File: src/rtl/cnn_pkg.sv
// cnn_pkg: shared feature-map helpers (flat vector width, element index) for packer and pooling stages
package cnn_pkg;
  function automatic int flat_width(input int ch, input int h, input int w, input int width);
    return ch * h * w * width;
  endfunction
  function automatic int elem_idx(input int h, input int w, input int c, input int y, input int x);
    return (c * h + y) * w + x;
  endfunction
endpackage

File: src/rtl/fmap_bank.sv
// fmap_bank: N-element register bank; clk/rst, we+idx+data write port, vec flat read port
module fmap_bank #(
  parameter int N = 4,
  parameter int WIDTH = 16,
  parameter int IW = 2
) (
  input  logic                 clk,
  input  logic                 rst,
  input  logic                 we,
  input  logic [IW-1:0]        idx,
  input  logic [WIDTH-1:0]     data,
  output logic [N*WIDTH-1:0]   vec
);
  always_ff @(posedge clk or posedge rst)
    if (rst) vec <= '0;
    else if (we) vec[idx*WIDTH +: WIDTH] <= data;
endmodule

File: src/rtl/fmap_packer.sv
// fmap_packer: ping-pong frame packer; in_data/in_valid/in_last/in_ready stream in, out_vec/out_valid/out_ready frame out, frame_err length-mismatch pulse
module fmap_packer
  import cnn_pkg::*;
#(
  parameter int CH = 1,
  parameter int IN_H = 2,
  parameter int IN_W = 2,
  parameter int WIDTH = 16
) (
  input  logic                                clk,
  input  logic                                rst,
  input  logic signed [WIDTH-1:0]             in_data,
  input  logic                                in_valid,
  input  logic                                in_last,
  output logic                                in_ready,
  output logic [flat_width(CH,IN_H,IN_W,WIDTH)-1:0] out_vec,
  output logic                                out_valid,
  input  logic                                out_ready,
  output logic                                frame_err
);
  localparam int N = CH * IN_H * IN_W;
  localparam int VW = flat_width(CH, IN_H, IN_W, WIDTH);
  localparam int CW = N > 1 ? $clog2(N) : 1;
  logic [CW-1:0] wr_cnt;
  logic wr_sel, rd_sel, acc, at_end, commit, consume;
  logic [1:0] full, set, clr;
  logic [VW-1:0] vec [2];
  assign in_ready = ~full[wr_sel];
  assign out_valid = full[rd_sel];
  assign out_vec = vec[rd_sel];
  always_comb begin
    acc = in_valid & in_ready;
    at_end = wr_cnt == CW'(N - 1);
    commit = acc & at_end;
    consume = full[rd_sel] & out_ready;
    set = commit ? (wr_sel ? 2'b10 : 2'b01) : 2'b00;
    clr = consume ? (rd_sel ? 2'b10 : 2'b01) : 2'b00;
  end
  always_ff @(posedge clk or posedge rst)
    if (rst) begin
      wr_cnt <= '0;
      wr_sel <= 1'b0;
      rd_sel <= 1'b0;
      full <= 2'b00;
      frame_err <= 1'b0;
    end else begin
      full <= (full | set) & ~clr;
      if (commit) wr_sel <= ~wr_sel;
      if (consume) rd_sel <= ~rd_sel;
      if (acc) wr_cnt <= (at_end | in_last) ? '0 : wr_cnt + 1'b1;
      frame_err <= acc & (at_end ^ in_last);
    end
  for (genvar b = 0; b < 2; b++) begin : g_bank
    fmap_bank #(.N(N), .WIDTH(WIDTH), .IW(CW)) u_bank (
      .clk(clk),
      .rst(rst),
      .we(acc & (wr_sel == 1'(b))),
      .idx(wr_cnt),
      .data(in_data),
      .vec(vec[b])
    );
  end
endmodule

File: config.mk
export PLATFORM = sky130hd
export DESIGN_NAME = fmap_packer
export DESIGN_NICKNAME = d
export VERILOG_FILES = /design/src/rtl/cnn_pkg.sv /design/src/rtl/fmap_bank.sv /design/src/rtl/fmap_packer.sv
export SDC_FILE = /design/constraint.sdc
export NUM_CORES = 1
export LEC_CHECK = 0
export BUFFER_PORTS_ARGS = -buffer_cell sky130_fd_sc_hd__buf_2
export CORE_ASPECT_RATIO = 1.25
export CORE_MARGIN = 8
export CORE_UTILIZATION = 55
export DETAILED_ROUTE_END_ITERATION = 6
export GPL_TIMING_DRIVEN = 0
export PLACE_DENSITY = 0.87
export RECOVER_POWER = 100
export REMOVE_ABC_BUFFERS = 1
export SLEW_MARGIN = 30
export SYNTH_ARGS = -nofsm -noshare
export SYNTH_HDL_FRONTEND = slang
export SYNTH_SLANG_ARGS = --single-unit
File: constraint.sdc
create_clock -name clk -period 5.6 [get_ports clk]
set_input_delay 1.12 -clock clk [delete_from_list [all_inputs] [get_ports clk]]
set_output_delay 1.12 -clock clk [all_outputs]
set_load 0.02 [all_outputs]
==> run_results.csv, run 1 <==
group,metric,value,unit
outcome,status,"finished, violations left",
outcome,failed_checks,"max-capacitance violations, max-slew violations",
worst_setup_path,cp_max_fo,13,
timing,setup_viol,0,
timing,fin_skew,4.568,ps
timing,timing.final.crit_share,70.23,%
power_and_ir_drop,p_leak,0.003182,uW
power_and_ir_drop,internal_power,2323,uW
worst_setup_path,crit_type,"flip-flop to flip-flop",
yosys,synth.avg_cell_area,9.983,um2
yosys,ys_types,22,
route,routed_via_density,5.722,
floorplan,boundaryPins,88,
timing,max_slew_margin,-77.98,%
power_and_ir_drop,power_frac_comb,35.1,%
power_and_ir_drop,power.switching,1425,uW
clock_network,clk_latency,410,ps
yosys,yosys_register_bits,135,
placed_design,gp_congestion,0.7660,
worst_setup_path,critPathArrivalTime,4210,ps
placed_design,place_hpwl,9821,um
clock_network,htree_num_levels,4,
yosys,ys_warn_count,0,
grt,grt_pass1_vias,4895,
yosys,postSynthCellCount,602,
timing,fmax,254.3,MHz
yosys,ys_seq_area_share,56.21,%
worst_hold_path,min_path_type,"flip-flop to flip-flop",
floorplan,die_w,109.5,um
route,routedWlPerCell,18.07,um
worst_setup_path,cp-end-kind,"flip-flop",
cells_and_area,final_cell_mix,"nand2_1 (198), dfrtp_1 (135), o21ai_0 (128)",
flow_run,cap_violations,3,
cells_and_area,syn2layout_area_growth,15.91,%
yosys,synth_area_leader_cell,"dfrtp_1",
floorplan,std_cell_rows,42,
yosys,synth_area,6010,um2
grt,grt_max_degree,75,
worst_setup_path,cp-startpoint,"wr_cnt[0]",
floorplan,start_util,56.61,%
yosys,synth.area.top_cells,"dfrtp_1 (56%), nand2_1 (12%), mux2_2 (12%), o21ai_0 (8.9%), clkbuf_1 (1.9%)",
worst_hold_path,min_from,"g_bank[0].u_bank.vec[39]",
power_and_ir_drop,pwr_density_cell,538.2,nW/um2
cells_and_area,mostFrequentLayoutCell,"nand2_1",
clock_network,cts_tree,"done",
clock_network,clock_path_buffers,2,
clock_network,numCtsBuffers,17,
cells_and_area,num_antenna_cells,0,
worst_setup_path,r2r_start,"wr_cnt[0]",
cells_and_area,fin_nets,705,
timing,fin_crit,3933,ps
route,drc,0,
yosys,synth_top_area_share,56.21,%
grt,overflow,0,
power_and_ir_drop,seq_power_share,39.3,%
floorplan,core_area,10620,um2
route,dr.pass1.iters,4,
route,ant_nets,0,
timing,tightest_slew,2655,ps
route,wl,14820,um
worst_setup_path,crit_path_start_kind,"flip-flop",
clock_network,clk_pin_slew,50,ps
grt,grt_pass1_wl,24630,um
grt,grt_util_all_layers,21.69,%
clock_network,clockRootBuffer,"clkbuf_16",
floorplan,die_area,14550,um2
timing,finalHoldViolCount,0,
route,drtIter0Drc,274,
cells_and_area,final_util,65.62,%
power_and_ir_drop,vdd.ir_drop.worst,270.8,uV
timing,finalSetupTns,0,ps
clock_network,cts_setup_buffers,0,
timing,grt_setup_unrepaired,"false",
clock_network,cts_sinks,135,
power_and_ir_drop,p_sw_share,38.02,%
placed_design,place_ws,2925,ps
timing,fin_ws,1667,ps
clock_network,postCtsHoldBufs,0,
placed_design,port_buffers,87,
worst_setup_path,required,5880,ps
cells_and_area,drive_above_1_share,17.44,%
route,vias,4692,
floorplan,die-height,132.9,um
clock_network,post_cts_resized,0,
grt,antenna_found_initial,0,
power_and_ir_drop,p_clk_share,25.7,%
timing,slew_violations,93,
## cell families (layout without fill, tap and decap cells)
family	Yosys count	count (layout)	share of synthesized area (%)
fa+ha+maj	6	6	1.249
mux	68	68	12.68
simple gates	213	213	15.39
compound gates	134	134	11.22
flops	135	135	56.21
buf+inv	46	132	3.248
## power groups by stage
stage / sequential [uW] / combinational (uW) / clock [uW]
4_1_cts: 1470 / 1410 / 972
6_report: 1470 / 1310 / 962
3_3_place_gp: 1520 / 1250 / 0
3_5_place_dp: 1480 / 1380 / 0
5_1_grt: 1510 / 1440 / 1010
2_1_floorplan: 1460 / 923 / 0
## registers in the layout, indices dropped and copies added (netlist names)
signal and count:
rd_sel 1, frame_err 1, wr_cnt 2, full 2, g_bank.u_bank.vec 128, wr_sel 1
## final cells by class
| class | count | area, um2 |
|---|---|---|
| Timing Repair Buffer | 97 | 485.5 |
| Clock inverter | 4 | 22.52 |
| Sequential cell | 135 | 3378 |
| Fill cell | 822 | 3650 |
| Clock buffer | 25 | 485.5 |
| Multi-Input combinational cell | 421 | 2405 |
| Inverter | 6 | 23.77 |
| Tap cell | 132 | 165.2 |
## cell usage after synthesis
library cell	count
a21oi_1	1
a31oi_1	3
and3_1	1
and3b_1	1
and4bb_2	1
buf_2	6
buf_4	2
buf_6	1
clkbuf_1	31
dfrtp_1	135
ha_1	6
inv_1	6
mux2_2	65
mux2i_1	3
nand2_1	198
nand4b_1	4
nand4bb_1	4
nor3b_1	1
nor3b_4	1
nor4b_4	2
o21ai_0	107
o21ai_1	23
## critical path, stage by stage (launching register included)
cell     delay, ps
dfrtp_1        500
inv_1          180
ha_1           430
nor4b_1       2060
nand2_1        300
o21ai_0        320
## routing by layer
layer	vias to the layer above	routed length (um)	global-route usage, %
li1	2177	-	-
met1	2306	5999	26.09
met2	161	7541	34.45
met3	48	736	5.296
met4	0	539	12.19
met5	-	0	0
## path summary, 6_finish.rpt
check,to,slack (ps),depth (start not counted)
min in group asynchronous,g_bank[1].u_bank.vec[0],1460,2
worst max register to register,g_bank[0].u_bank.vec[62],1670,5
worst min register to register,g_bank[0].u_bank.vec[39],470,2
worst min-delay path,g_bank[0].u_bank.vec[39],470,2
max in group asynchronous,g_bank[1].u_bank.vec[47],2950,2
worst max-delay path,g_bank[0].u_bank.vec[62],1670,5
## stage by stage
| step | hold WS [ps] | instance area [um2] | instances | power (uW) |
|---|---|---|---|---|
| detailed placement | 465.8 | 6591 | 790 | 2869 |
| CTS | 477.5 | 7099 | 819 | 3854 |
| finish | 469.9 | 6965 | 820 | 3749 |
| global route | 499.0 | 6965 | 820 | 3956 |
| global placement | 455.3 | 6437 | 781 | 2761 |
| floorplan | 444.4 | 5837 | 562 | 2384 |
Note: power is estimated with default switching activity, not from simulation.
==> run 2, diff against run 1 <==
Settings changed: ABC_AREA set to 1, PLACE_DENSITY 0.87 to 0.86.
Clock period 5.6 ns to 4.1 ns, I/O delays scaled along.
==> run 2 against run 1 <==
Compared with the run above: the run still ends with max-capacitance violations, max-slew violations left; cell area grew 11%; combinational power grew 30%; via count grew 28%; die area grew 11%; worst hold slack gained 5.2 ps; global-route usage grew 1.3 points.
==> run_results.csv, run 2 <==
group,metric,value,unit
cells_and_area,instances_no_fill,1112,
yosys,ys_types,27,
power_and_ir_drop,internal_power,3192,uW
cells_and_area,regArea,3378,um2
yosys,synth_area,6749,um2
worst_setup_path,crit_type,"flip-flop to output port",
yosys,ys_seq_area_share,50.06,%
yosys,ys_warn_count,0,
grt,overflow,0,
power_and_ir_drop,p_clk_share,34.3,%
cells_and_area,syn2layout_area_growth,14.28,%
timing,finalHoldViolCount,0,
clock_network,cts_setup_buffers,0,
cells_and_area,reg_top3,"g_bank.u_bank.vec x128, full x2, wr_cnt x2",
yosys,synth.area.top_cells,"dfrtp_1 (50%), nand2_1 (28%), nor2_4 (3.7%), o21ai_1 (2.8%), nand3_1 (2.2%)",
cells_and_area,largest_register,"g_bank.u_bank.vec",
route,ant_nets,0,
placed_design,placed_cells,1080,
clock_network,cts_sinks,135,
timing,grt_setup_unrepaired,"false",
floorplan,std_cell_rows,45,
yosys,synth_area_leader_cell,"dfrtp_1",
grt,grt_max_degree,93,
timing,fin_crit,3439,ps
yosys,yosys-top-cells-count,"nand2_1 (509), dfrtp_1 (135), o21ai_1 (38)",
yosys,async_flop_share,100.0,%
placed_design,gp_congestion,0.8179,
yosys,synth-adder-area-share,1.112,%
cells_and_area,final_cell_mix,"nand2_1 (510), dfrtp_1 (135), clkbuf_1 (65)",
yosys,postSynthCellCount,872,
power_and_ir_drop,seq_power_share,33.7,%
worst_setup_path,cp-end-kind,"output port",
yosys,synth_edf_count,0,
floorplan,start_util,56.01,%
grt,grt_pass1_wl,29060,um
clock_network,numCtsBuffers,17,
route,routedWlPerCell,16.22,um
yosys,synthXorXnorAreaFrac,0,%
power_and_ir_drop,p_leak,0.004036,uW
worst_setup_path,r2r_start,"wr_cnt[0]",
grt,antenna_found_initial,0,
worst_setup_path,cp-startpoint,"rd_sel",
outcome,failed_checks,"max-capacitance violations, max-slew violations",
worst_setup_path,crit_path_start_kind,"flip-flop",
clock_network,clock_path_buffers,2,
yosys,muxShareOfSynthArea,0,%
worst_hold_path,min_from,"g_bank[1].u_bank.vec[19]",
timing,tightest_slew,1845,ps
worst_setup_path,cp_max_fo,43,
placed_design,port_buffers,87,
floorplan,die_area,16090,um2
yosys,synth_top_family_by_area,"simple AND/OR/NAND/NOR gates",
outcome,status,"finished, violations left",
route,wl,18040,um
route,drc,0,
clock_network,clk_latency,420,ps
cells_and_area,fin_nets,962,
power_and_ir_drop,power.switching,2108,uW
power_and_ir_drop,pwr_density_cell,687.2,nW/um2
cells_and_area,drive_above_1_share,10.55,%
route,dr.pass1.iters,7,
yosys,synth_ff_type,"dfrtp_1",
cells_and_area,fillerInstances,1049,
yosys,synth.most_common_cell,"nand2_1",
route,vias,6015,
worst_setup_path,critPathArrivalTime,2620,ps
yosys,yosys_register_bits,135,
worst_setup_path,rrSetupSlack,790,ps
cells_and_area,mostFrequentLayoutCell,"nand2_1",
route,drtIter0Drc,510,
placed_design,place_ws,1236,ps
cells_and_area,largest_reg_flops,128,
floorplan,boundaryPins,88,
clock_network,cts_tree,"done",
timing,fin_ws,661.1,ps
placed_design,place_hpwl,11470,um
cells_and_area,num_antenna_cells,0,
timing,fmax,290.8,MHz
grt,grt_util_all_layers,22.97,%
floorplan,die_w,115.1,um
worst_hold_path,min_path_type,"flip-flop to flip-flop",
timing,slew_violations,45,
route,routed_via_density,5.409,
yosys,synth-simple-area-share,38.54,%
clock_network,htree_num_levels,4,
clock_network,post_cts_resized,0,
power_and_ir_drop,p_sw_share,39.77,%
yosys,synth_compound_area_share,4.190,%
flow_run,cap_violations,1,
timing,setup_viol,0,
timing,timing.final.crit_share,83.88,%
yosys,synth.avg_cell_area,7.740,um2
clock_network,postCtsHoldBufs,0,
yosys,synth_top_area_share,50.06,%
clock_network,clk_pin_slew,60,ps
floorplan,die-height,139.9,um
grt,grt_pass1_vias,5897,
power_and_ir_drop,vdd.ir_drop.worst,285.9,uV
power_and_ir_drop,power_frac_comb,32.1,%
timing,fin_skew,8.302,ps
clock_network,clockRootBuffer,"clkbuf_16",
floorplan,core_area,12050,um2
cells_and_area,multi_input_area,2912,um2
worst_setup_path,required,3280,ps
timing,max_slew_margin,-23.69,%
==> run 2: changes by cell type in the layout (fill, tap and decap cells not counted), sizes merged, moves of 4 or more <==
| cell | change |
|---|---|
| nand2 | +312 |
| o21ai | -76 |
| mux2 | -65 |
| nor2 | +46 |
| nand3 | +40 |
| inv | +18 |
| buf | -12 |
| bufinv | +7 |
| nand4 | +5 |
| nand4b | -4 |
| nand4bb | -4 |
==> run 2: final cells by class <==
type | count | area share [%]
Multi-Input combinational cell | 664 | 37.75
Clock inverter | 13 | 3.228
Tap cell | 164 | 2.661
Sequential cell | 135 | 43.80
Timing Repair Buffer | 91 | 5.354
Clock buffer | 19 | 5.873
Inverter | 26 | 1.330
==> run 2: power by group through the flow <==
stage	clock network, uW	logic [uW]	registers [uW]
5_1_grt	1880	1860	1810
4_1_cts	1810	1790	1790
2_1_floorplan	0	1200	1770
3_3_place_gp	0	1640	1840
3_5_place_dp	0	1770	1800
6_report	1820	1700	1780
==> run 2: worst paths after layout <==
| kind | endpoint | cells after the start |
|---|---|---|
| worst min register to register | g_bank[1].u_bank.vec[19] | 2 |
| worst min-delay path | g_bank[1].u_bank.vec[19] | 2 |
| worst max register to register | g_bank[0].u_bank.vec[17] | 6 |
| min in group asynchronous | g_bank[0].u_bank.vec[50] | 2 |
| worst max-delay path | out_vec[29] | 5 |
| max in group asynchronous | g_bank[1].u_bank.vec[41] | 3 |
==> run 2: critical path, stage by stage, from the launching register on <==
cell and delay [ps]:
dfrtp_1 1180, inv_4 330, buf_12 310, nand2_1 90, nand2_1 90, clkbuf_1 190
==> run 2: kinds of logic after synthesis <==
family / count (synthesis)
and+or+nand+nor: 602
buffers and inverters: 73
adders and majority gates: 6
AOI/OAI and AO/OA: 56
DFF: 135
==> run 2: per-stage QoR <==
step	area (um2)	power [uW]	TNS (ps)	hold WS [ps]	util, %
final	7712	5300	0	475.2	64.01
after global routing	7712	5547	0	500.1	64.01
after CTS	7871	5392	0	386.6	65.33
after detailed placement	7169	3570	0	464.8	59.50
after global placement	7077	3475	-305470	462.1	58.73
after floorplan	6436	2975	-44700	448.7	-
==> run 2: metal layers <==
| metal | track usage, % | vias up | part of all wire (%) |
|---|---|---|---|
| met3 | 4.978 | 49 | 6.8 |
| met1 | 26.94 | 2884 | 40 |
| met5 | 0 | - | 0 |
| met2 | 38.62 | 271 | 50 |
| li1 | - | 2811 | - |
| met4 | 11.30 | 0 | 3.7 |
==> run 3, diff against run 2 <==
Clock period 4.1 ns to 3.45 ns, I/O delays scaled along.
==> run 3 against run 2 <==
Compared with the run above: the run still ends with max-capacitance violations, max-slew violations left; first-iteration DRC count is 1.6% higher; combinational power is 18% higher; setup slack got worse by 230 ps.
==> run_results.csv, run 3 (same netlist as run 2, synthesis figures left out) <==
group,metric,value,unit
worst_setup_path,rrSetupSlack,430,ps
worst_setup_path,reg2reg_to,"g_bank[1].u_bank.vec[39]",
flow_run,cap_violations,1,
worst_setup_path,slowest_stage,"nand4_1",
cells_and_area,regArea,3382,um2
power_and_ir_drop,vdd.ir_drop.worst,340.0,uV
timing,finalHoldViolCount,0,
timing,setup_viol,0,
cells_and_area,syn2layout_area_growth,14.26,%
worst_setup_path,cp_max_fo,22,
cells_and_area,reg_top3,"g_bank.u_bank.vec x128, full x2, wr_cnt x2",
route,routedWlPerCell,16.27,um
timing,grt_setup_unrepaired,"false",
worst_setup_path,r2r_start,"wr_cnt[0]",
worst_setup_path,critPathArrivalTime,3380,ps
floorplan,start_util,56.01,%
outcome,failed_checks,"max-capacitance violations, max-slew violations",
timing,max_slew_margin,-31.40,%
grt,grt_pass1_vias,5897,
timing,timing.final.crit_share,87.54,%
clock_network,clk_latency,420,ps
clock_network,cts_tree,"done",
clock_network,clockRootBuffer,"clkbuf_16",
floorplan,std_cell_rows,45,
floorplan,die_w,115.1,um
timing,fin_skew,7.366,ps
power_and_ir_drop,p_leak,0.004049,uW
cells_and_area,mostFrequentLayoutCell,"nand2_1",
worst_setup_path,required,3810,ps
outcome,status,"finished, violations left",
grt,grt_pass1_wl,29060,um
cells_and_area,final_util,64.00,%
route,dr.pass1.iters,5,
clock_network,htree_num_levels,4,
clock_network,clock_path_buffers,2,
cells_and_area,fin_nets,962,
placed_design,placed_cells,1080,
cells_and_area,multi_input_area,2887,um2
timing,fmax,331.1,MHz
worst_setup_path,cp-startpoint,"wr_cnt[0]",
floorplan,die_area,16090,um2
placed_design,port_buffers,87,
floorplan,core_area,12050,um2
worst_setup_path,cp-end-kind,"flip-flop",
clock_network,cts_sinks,135,
cells_and_area,drive_above_1_share,10.23,%
route,wl,18090,um
route,ant_nets,0,
grt,grt_max_degree,93,
cells_and_area,num_antenna_cells,0,
clock_network,post_cts_resized,0,
clock_network,postCtsHoldBufs,0,
clock_network,clk_pin_slew,60,ps
route,routed_via_density,5.397,
worst_setup_path,crit_type,"flip-flop to flip-flop",
floorplan,boundaryPins,88,
cells_and_area,instances_no_fill,1112,
power_and_ir_drop,pwr_density_cell,815.8,nW/um2
timing,slew_violations,44,
worst_setup_path,crit_chain,"inv_1, ha_1, nand4_1, inv_1, nand2_1, nand2_1",
grt,antenna_found_initial,0,
cells_and_area,largest_reg_flops,128,
route,vias,6002,
timing,tightest_slew,1960,ps
placed_design,place_hpwl,11470,um
route,drtIter0Drc,518,
worst_setup_path,crit_path_end,"g_bank[1].u_bank.vec[39]",
cells_and_area,fillerInstances,1052,
grt,grt_util_all_layers,22.97,%
worst_hold_path,min_path_type,"flip-flop to flip-flop",
grt,overflow,0,
route,drc,0,
placed_design,gp_congestion,0.8179,
clock_network,numCtsBuffers,17,
worst_setup_path,cpPeakStageDelay,760,ps
cells_and_area,final_cell_mix,"nand2_1 (509), dfrtp_1 (134), clkbuf_1 (65)",
clock_network,cts_setup_buffers,0,
floorplan,die-height,139.9,um
timing,fin_crit,3020,ps
worst_setup_path,crit_path_start_kind,"flip-flop",
worst_setup_path,reg2regPathDepth,6,
cells_and_area,largest_register,"g_bank.u_bank.vec",
==> run 3: changes by cell type in the layout (fill, tap and decap cells not counted), sizes merged <==
cell	delta
clkbuf	-1
buf	+1
==> run 3: worst min path at each step <==
stage                        startpoint                       end  slack, ps  depth (start not counted)
6_report       g_bank[1].u_bank.vec[19]  g_bank[1].u_bank.vec[19]        470                          2
3_3_place_gp   g_bank[1].u_bank.vec[26]  g_bank[1].u_bank.vec[26]        460                          2
2_1_floorplan  g_bank[1].u_bank.vec[20]  g_bank[1].u_bank.vec[20]        450                          2
4_1_cts                             rst  g_bank[0].u_bank.vec[50]        260                          2
5_1_grt        g_bank[0].u_bank.vec[11]  g_bank[0].u_bank.vec[11]        500                          2
3_5_place_dp   g_bank[1].u_bank.vec[61]  g_bank[1].u_bank.vec[61]        460                          2
==> run 3: worst max-delay path, delay by kind of cell, from the launching register on <==
kind                       cells  cell delay [ps]
adders and majority gates      1              220
buffers and inverters          2             1050
and+or+nand+nor                3              990
DFF                            1              700
==> run 3: cell type report <==
| type | instances | area share [%] |
|---|---|---|
| Multi-Input combinational cell | 664 | 37.43 |
| Clock inverter | 13 | 3.229 |
| Inverter | 26 | 1.331 |
| Timing Repair Buffer | 91 | 5.614 |
| Clock buffer | 19 | 5.874 |
| Sequential cell | 135 | 43.86 |
| Tap cell | 164 | 2.661 |
==> run 3: where the power goes <==
group	total (uW)	switching, uW	internal (uW)
Combinational	2010	1530	480
Sequential	2130	271	1860
Clock	2160	694	1460
Total	6290	2490	3800
==> run 3: layer usage <==
metal	wire length [um]	vias up	global-route usage (%)
met3	1227	52	4.978
met2	8992	280	38.62
li1	-	2813	-
met5	0	-	0
met4	676	0	11.30
met1	7195	2857	26.94
==> run 3: per-stage QoR <==
stage               setup slack [ps]  total power [uW]  setup TNS, ps  area [um2]  hold WS [ps]
floorplan                     -851.1              3536        -114900        6436         448.7
global route                   259.9              6586              0        7711         500.1
detailed placement             586.4              4243              0        7169         464.8
CTS                            568.2              6408              0        7871         256.6
finish                         429.7              6291              0        7711         474.6
global placement               -2209              4130        -410250        7077         462.1
